File: src/rtl/regfile_2r1w_sp_pkg.sv
// Shared types and default parameters for the 2-read/1-write register file
// with its dedicated stack-pointer register.
package regfile_2r1w_sp_pkg;

  typedef enum logic [1:0] {
    SP_NONE = 2'b00,
    SP_PUSH = 2'b01,
    SP_POP  = 2'b10,
    SP_RSVD = 2'b11
  } sp_op_e;

  localparam int          DEF_DATA_W   = 8;
  localparam int          DEF_ADDR_W   = 5;
  localparam int          DEF_SP_IDX   = 29;
  localparam logic [7:0]  DEF_SP_RESET = 8'hFF;
  localparam logic [7:0]  DEF_SP_LIMIT = 8'h00;

endpackage

File: src/rtl/regfile_2r1w_sp_if.sv
// Operand/write-back/stack-op bundle between the pipeline and the register file.
// master = decode/ALU side, slave = register file.
interface regfile_2r1w_sp_if
  import regfile_2r1w_sp_pkg::*;
#(
  parameter int DATA_W = DEF_DATA_W,
  parameter int ADDR_W = DEF_ADDR_W
);

  logic [ADDR_W-1:0] ra_addr;
  logic [DATA_W-1:0] ra_data;
  logic [ADDR_W-1:0] rb_addr;
  logic [DATA_W-1:0] rb_data;
  logic              we;
  logic [ADDR_W-1:0] wa_addr;
  logic [DATA_W-1:0] wa_data;
  sp_op_e            sp_op;
  logic [DATA_W-1:0] sp_out;
  logic              sp_err;

  modport master (
    output ra_addr, rb_addr, we, wa_addr, wa_data, sp_op,
    input  ra_data, rb_data, sp_out, sp_err
  );

  modport slave (
    input  ra_addr, rb_addr, we, wa_addr, wa_data, sp_op,
    output ra_data, rb_data, sp_out, sp_err
  );

endinterface

File: src/rtl/regfile_2r1w_sp_sp_ctrl.sv
// Stack-pointer next-state logic: decides the adjusted SP, whether a bound
// violation sets the error flag, and whether an explicit SP write overrides the op.
module regfile_2r1w_sp_sp_ctrl
  import regfile_2r1w_sp_pkg::*;
#(
  parameter int                DATA_W   = DEF_DATA_W,
  parameter int                ADDR_W   = DEF_ADDR_W,
  parameter int                SP_IDX   = DEF_SP_IDX,
  parameter logic [DATA_W-1:0] SP_RESET = DEF_SP_RESET,
  parameter logic [DATA_W-1:0] SP_LIMIT = DEF_SP_LIMIT
) (
  input  logic [DATA_W-1:0] sp_cur,
  input  sp_op_e            sp_op,
  input  logic              we,
  input  logic [ADDR_W-1:0] wa_addr,
  output logic [DATA_W-1:0] sp_next,
  output logic              sp_load,
  output logic              err_set,
  output logic              op_discard
);

  localparam logic [ADDR_W-1:0] SP_ADDR = ADDR_W'(SP_IDX);

  // An explicit write to the SP register takes priority over push/pop.
  assign op_discard = we && (wa_addr == SP_ADDR) &&
                      ((sp_op == SP_PUSH) || (sp_op == SP_POP));

  // NOTE: every output gets a default before the case so no path leaves it
  // unassigned; otherwise synthesis infers a latch.
  always_comb begin
    sp_next = sp_cur;
    sp_load = 1'b0;
    err_set = 1'b0;
    if (!op_discard) begin
      case (sp_op)
        SP_PUSH: begin
          if (sp_cur == SP_LIMIT) begin
            err_set = 1'b1;
          end else begin
            sp_next = sp_cur - 1'b1;
            sp_load = 1'b1;
          end
        end
        SP_POP: begin
          if (sp_cur == SP_RESET) begin
            err_set = 1'b1;
          end else begin
            sp_next = sp_cur + 1'b1;
            sp_load = 1'b1;
          end
        end
        default: ;
      endcase
    end
  end

endmodule

File: src/rtl/regfile_2r1w_sp.sv
// Register file: two combinational read ports with write-through bypass, one
// synchronous write port, optional zero register and an auto-adjusting stack pointer.
module regfile_2r1w_sp
  import regfile_2r1w_sp_pkg::*;
#(
  parameter int                DATA_W   = DEF_DATA_W,
  parameter int                ADDR_W   = DEF_ADDR_W,
  parameter int                SP_IDX   = DEF_SP_IDX,
  parameter logic [DATA_W-1:0] SP_RESET = DEF_SP_RESET,
  parameter logic [DATA_W-1:0] SP_LIMIT = DEF_SP_LIMIT,
  parameter bit                ZERO_R0  = 1'b1
) (
  input  logic               clk,
  input  logic               reset,
  regfile_2r1w_sp_if.slave   bus
);

  localparam int DEPTH = 2 ** ADDR_W;

  if (ZERO_R0 && (SP_IDX == 0)) begin : g_bad_sp_idx
    $error("SP_IDX must not be 0 when ZERO_R0 is set");
  end
  if ((SP_IDX < 0) || (SP_IDX >= DEPTH)) begin : g_sp_idx_range
    $error("SP_IDX outside the register array");
  end

  logic [DATA_W-1:0] regs [DEPTH];
  logic              sp_err_q;
  logic              wr_en;
  logic [DATA_W-1:0] sp_next;
  logic              sp_load;
  logic              err_set;
  logic              op_discard;

  assign wr_en = bus.we && !(ZERO_R0 && (bus.wa_addr == '0));

  regfile_2r1w_sp_sp_ctrl #(
    .DATA_W   (DATA_W),
    .ADDR_W   (ADDR_W),
    .SP_IDX   (SP_IDX),
    .SP_RESET (SP_RESET),
    .SP_LIMIT (SP_LIMIT)
  ) u_sp_ctrl (
    .sp_cur     (regs[SP_IDX]),
    .sp_op      (bus.sp_op),
    .we         (bus.we),
    .wa_addr    (bus.wa_addr),
    .sp_next    (sp_next),
    .sp_load    (sp_load),
    .err_set    (err_set),
    .op_discard (op_discard)
  );

  // NOTE: the array is built from flops rather than a RAM macro, because the
  // whole file must clear on reset; a RAM could not be reset this way.
  // NOTE: non-blocking assignments keep every register updating from the
  // pre-edge values, so the SP adjust and the write never see each other.
  always_ff @(posedge clk or posedge reset) begin
    if (reset) begin
      for (int i = 0; i < DEPTH; i++) begin
        regs[i] <= (i == SP_IDX) ? SP_RESET : '0;
      end
      sp_err_q <= 1'b0;
    end else begin
      if (sp_load) begin
        regs[SP_IDX] <= sp_next;
      end
      if (wr_en) begin
        regs[bus.wa_addr] <= bus.wa_data;
      end
      if (err_set && !op_discard) begin
        sp_err_q <= 1'b1;
      end
    end
  end

  // Register 0 short-circuits before the bypass so a write to it is never visible.
  function automatic logic [DATA_W-1:0] read_mux(input logic [ADDR_W-1:0] addr,
                                                 input logic [DATA_W-1:0] stored,
                                                 input logic              we,
                                                 input logic [ADDR_W-1:0] wa_addr,
                                                 input logic [DATA_W-1:0] wa_data);
    if (ZERO_R0 && (addr == '0)) begin
      return '0;
    end else if (we && (addr == wa_addr)) begin
      return wa_data;
    end else begin
      return stored;
    end
  endfunction

  always_comb begin
    bus.ra_data = read_mux(bus.ra_addr, regs[bus.ra_addr], bus.we, bus.wa_addr, bus.wa_data);
    bus.rb_data = read_mux(bus.rb_addr, regs[bus.rb_addr], bus.we, bus.wa_addr, bus.wa_data);
  end

  assign bus.sp_out = regs[SP_IDX];
  assign bus.sp_err = sp_err_q;

endmodule

File: src/flat_wrapper.sv
// flat-port wrapper written by rule: the top's interface ports become plain ports
module regfile_2r1w_sp_flat import regfile_2r1w_sp_pkg::*;
#(
  parameter int                DATA_W   = DEF_DATA_W,
  parameter int                ADDR_W   = DEF_ADDR_W,
  parameter int                SP_IDX   = DEF_SP_IDX,
  parameter logic [DATA_W-1:0] SP_RESET = DEF_SP_RESET,
  parameter logic [DATA_W-1:0] SP_LIMIT = DEF_SP_LIMIT,
  parameter bit                ZERO_R0  = 1'b1
)
  (clk, reset, bus_ra_addr, bus_rb_addr, bus_we, bus_wa_addr, bus_wa_data, bus_sp_op, bus_ra_data, bus_rb_data, bus_sp_out, bus_sp_err);
  regfile_2r1w_sp_if #(.DATA_W(DATA_W), .ADDR_W(ADDR_W)) bus_i ();
  input  logic clk;
  input  logic reset;
  input wire logic [$bits(bus_i.ra_addr)-1:0] bus_ra_addr;
  input wire logic [$bits(bus_i.rb_addr)-1:0] bus_rb_addr;
  input wire logic [$bits(bus_i.we)-1:0] bus_we;
  input wire logic [$bits(bus_i.wa_addr)-1:0] bus_wa_addr;
  input wire logic [$bits(bus_i.wa_data)-1:0] bus_wa_data;
  input wire logic [$bits(bus_i.sp_op)-1:0] bus_sp_op;
  output wire logic [$bits(bus_i.ra_data)-1:0] bus_ra_data;
  output wire logic [$bits(bus_i.rb_data)-1:0] bus_rb_data;
  output wire logic [$bits(bus_i.sp_out)-1:0] bus_sp_out;
  output wire logic [$bits(bus_i.sp_err)-1:0] bus_sp_err;
  assign bus_i.ra_addr = bus_ra_addr;
  assign bus_i.rb_addr = bus_rb_addr;
  assign bus_i.we = bus_we;
  assign bus_i.wa_addr = bus_wa_addr;
  assign bus_i.wa_data = bus_wa_data;
  assign bus_i.sp_op = bus_sp_op;
  assign bus_ra_data = bus_i.ra_data;
  assign bus_rb_data = bus_i.rb_data;
  assign bus_sp_out = bus_i.sp_out;
  assign bus_sp_err = bus_i.sp_err;
  regfile_2r1w_sp #(.DATA_W(DATA_W), .ADDR_W(ADDR_W), .SP_IDX(SP_IDX), .SP_RESET(SP_RESET), .SP_LIMIT(SP_LIMIT), .ZERO_R0(ZERO_R0)) u_core (.clk(clk), .reset(reset), .bus(bus_i));
endmodule
File: config.mk
export PLATFORM = sky130hd
export DESIGN_NAME = regfile_2r1w_sp_flat
export DESIGN_NICKNAME = d
export VERILOG_FILES = /design/src/rtl/regfile_2r1w_sp_pkg.sv /design/src/rtl/regfile_2r1w_sp_if.sv /design/src/rtl/regfile_2r1w_sp_sp_ctrl.sv /design/src/rtl/regfile_2r1w_sp.sv /design/src/flat_wrapper.sv
export SDC_FILE = /design/constraint.sdc
export NUM_CORES = 1
export LEC_CHECK = 0
export ABC_AREA = 1
export BUFFER_PORTS_ARGS = -buffer_cell sky130_fd_sc_hd__buf_2
export CORE_ASPECT_RATIO = 1.75
export CORE_MARGIN = 3
export CORE_UTILIZATION = 65
export DETAILED_ROUTE_END_ITERATION = 12
export PLACE_DENSITY = 0.88
export REMOVE_ABC_BUFFERS = 1
export SLEW_MARGIN = 5
export SYNTH_ARGS = -nofsm -noshare
export SYNTH_HDL_FRONTEND = slang
export SYNTH_SLANG_ARGS = --single-unit
File: constraint.sdc
create_clock -name clk -period 18.09 [get_ports clk]
set_input_delay 3.618 -clock clk [delete_from_list [all_inputs] [get_ports clk]]
set_output_delay 3.618 -clock clk [all_outputs]
set_load 0.05 [all_outputs]
==> flow_summary.ini <==
[global_routing]
grt_pass1_wl_mm = 80.5
grt_pass1_vias = 15223
grt_max_degree = 93
track_usage = 0.400
grt-ovfl-total = 0
antenna_found_initial = 0

[clock_network]
cts_hold_buffers = 0
clk_latency_ns = 0.56
cts.repair.resized = 0
cts_buffers = 25
clk_pin_slew_ns = 0.06
htreeDepth = 1
postCtsSetupRepairBufs = 0
cts_root_buffer = clkbuf_16
cts_tree = done
cts.sinks = 257
cts.path.max_buffers = 3

[power]
switchingPower_uw = 643
peakVddDrop_uv = 71.4
seq_power_share = 0.443
p_int_uw = 1140
p_per_area_mw_per_mm2 = 111
power_frac_clock = 0.310
sw_frac_of_total = 0.360
p_leak_uw = 0.00765
pwr-share-comb = 0.248

[cells_and_area]
final_nets = 2214
drive_gt1_frac = 0.0700
stdcell_area_mm2 = 0.0161
n_antenna_cell = 0
synthToLayoutAreaGrowth_pct = 5.28

[logic_synthesis]
ys_seq_area_frac = 0.421
synth-seq-cells = 257
ys_warn_count = 0
synth_area_mm2 = 0.0153
yosysUniqueCellTypes = 36
synth_cells = 2263
synth.avg_cell_area_um2 = 6.76

[worst_setup_path]
worstPathMaxFanout = 58
rr_endpoint = u_core.bus.sp_out[6]
critical_path.startpoint = bus_ra_addr[0]
crit_path_start_kind = primary input
endpoint_kind = primary output
worst-setup-path-type = in2out
cp-endpoint = bus_ra_data[2]
reg2reg_slack_ns = 15.75
required_ns = 14.47
worstPathArrival_ns = 6.97
rr_worst_depth = 11
regToRegStartpoint = u_core.bus.sp_out[1]

[timing]
hold_viol_final = 0
worstMarginPinSlew_ns = 1.35
slew_violations = 0
finalClockSkew_ns = 0.0300
rsz0062_at_grt = false
post-route-period-util = 0.585
clock.fmax_mhz = 94.4
post-route-min-period_ns = 10.59
setup_viol = 0
tns_ns = 0
slew_headroom = 0.102

[drt]
vias_per_cell = 6.46
drt_iter0_drc = 2682
drtPass1Iterations = 7
ant_nets = 0
route.detailed.drc = 0
routed_wl_mm = 51.7
wl_per_cell_um = 20.7
vias = 16154

[worst_hold_path]
hold_start = u_core.regs[249]
hold_path.class = reg2reg

[placed_design]
gp_congestion = 0.972
dp_hpwl_mm = 31.9
postPlaceCellArea_mm2 = 0.0153
io_buffers = 52

[die]
die_width_um = 122
ios = 53
die_area_mm2 = 0.0255
num_rows = 73
die_height_um = 209
core_mm2 = 0.0229
start_util = 0.668

[status]
status = completed

[flow_run]
maxCapViolations = 0
per-stage QoR:
step	std cells	worst slack (ns)	total power (uW)	util	hold WS, ns
finish	2500	7.50	1790	0.703	0.397
global placement	2454	7.85	1200	0.666	0.387
CTS	2500	7.78	1770	0.703	0.402
detailed placement	2454	7.79	1220	0.666	0.388
global route	2500	7.38	1870	0.703	0.419
floorplan	2087	7.42	1080	-	0.367
area by class of cell:
cell class | instances | area, um^2
Clock buffer | 34 | 699
Clock inverter | 12 | 141
Fill cell | 1896 | 6810
Inverter | 98 | 377
Multi-Input combinational cell | 1732 | 7700
Sequential cell | 257 | 6440
Tap cell | 300 | 375
Timing Repair Buffer | 67 | 378
worst min path at each step:
stage                  endpoint  slack, ns  cells after the start
6_report       u_core.regs[249]       0.40                      0
5_1_grt        u_core.regs[249]       0.42                      0
4_1_cts        u_core.regs[249]       0.40                      0
3_5_place_dp   u_core.regs[249]       0.39                      0
3_3_place_gp   u_core.regs[249]       0.39                      0
2_1_floorplan  u_core.regs[249]       0.37                      0
layout by cell type, fill, tap and decap left out, types with 7 or more instances in the layout:
master and count:
a21oi_1 91, dfrtp_1 249, o211ai_1 23, buf_2 50, nand2_1 799, inv_1 85, clkbuf_16 25, o21ai_0 322
buf_4 17, dfstp_2 8, inv_2 9, or2_2 7, clkinv_2 8, nor2_1 164, nand3_1 275
cell usage after synthesis:
| cell | count | area [um^2] |
|---|---|---|
| nand2_1 | 799 | 3000 |
| o21ai_0 | 322 | 1610 |
| nand3_1 | 275 | 1380 |
| dfrtp_1 | 249 | 6230 |
| nor2_1 | 164 | 616 |
| a21oi_1 | 91 | 455 |
| clkbuf_1 | 90 | 338 |
| inv_1 | 87 | 327 |
| buf_2 | 56 | 280 |
| o211ai_1 | 23 | 173 |
| buf_1 | 16 | 60.1 |
| buf_4 | 11 | 82.6 |
| inv_2 | 9 | 33.8 |
| dfstp_2 | 8 | 210 |
| or2_2 | 7 | 43.8 |
| nor3_1 | 6 | 30.0 |
| ha_1 | 5 | 62.6 |
| nand2_2 | 5 | 31.3 |
| nor3_2 | 5 | 50.1 |
| o22ai_1 | 5 | 31.3 |
| o21ai_2 | 4 | 35.0 |
| buf_6 | 3 | 33.8 |
| nand4_1 | 3 | 18.8 |
| xor2_1 | 3 | 26.3 |
| clkinv_1 | 2 | 7.51 |
| nor2_2 | 2 | 12.5 |
| nor4_4 | 2 | 42.5 |
| o21ai_1 | 2 | 10.0 |
| xnor2_1 | 2 | 17.5 |
| a21boi_0 | 1 | 7.51 |
| a21o_1 | 1 | 7.51 |
| and3_1 | 1 | 6.26 |
| nand3b_1 | 1 | 7.51 |
| nor2_4 | 1 | 11.3 |
| nor3_4 | 1 | 16.3 |
| or2_1 | 1 | 6.26 |
power groups by stage:
stage	combinational, uW	sequential, uW	clock, uW
finish	443	792	554
global route	492	801	574
CTS	432	785	549
detailed placement	428	794	0
global placement	412	789	0
floorplan	281	795	0
worst max-delay path, stage by stage:
cell and delay (ns):
buf_4 0.40, buf_4 0.63, buf_4 0.66, o22ai_1 0.19
a21oi_1 0.14, nand3_1 0.38, a21oi_1 0.52, buf_2 0.35
metal layers:
layer	global-route usage	part of all wire	vias to the layer above
met2	0.604	0.44	1345
met1	0.502	0.34	7292
met5	0	0	-
met4	0.285	0.082	0
li1	-	-	7186
met3	0.0907	0.13	331
flip-flops by register name, indices dropped and copies added (netlist names):
name and flops:
u_core.bus.sp_out 8, u_core.regs 248, u_core.bus.sp_err 1
cells by family after synthesis:
| group | count (synthesis) | synth area share |
|---|---|---|
| adder cells (fa/ha/maj) | 5 | 0.00409 |
| AO/OA/AOI/OAI | 449 | 0.152 |
| buffers and inverters | 274 | 0.0759 |
| AND/OR/NAND/NOR | 1273 | 0.344 |
| XOR/XNOR | 5 | 0.00286 |
| flip-flops | 257 | 0.421 |
No activity file was read; power rests on OpenSTA's default activity.
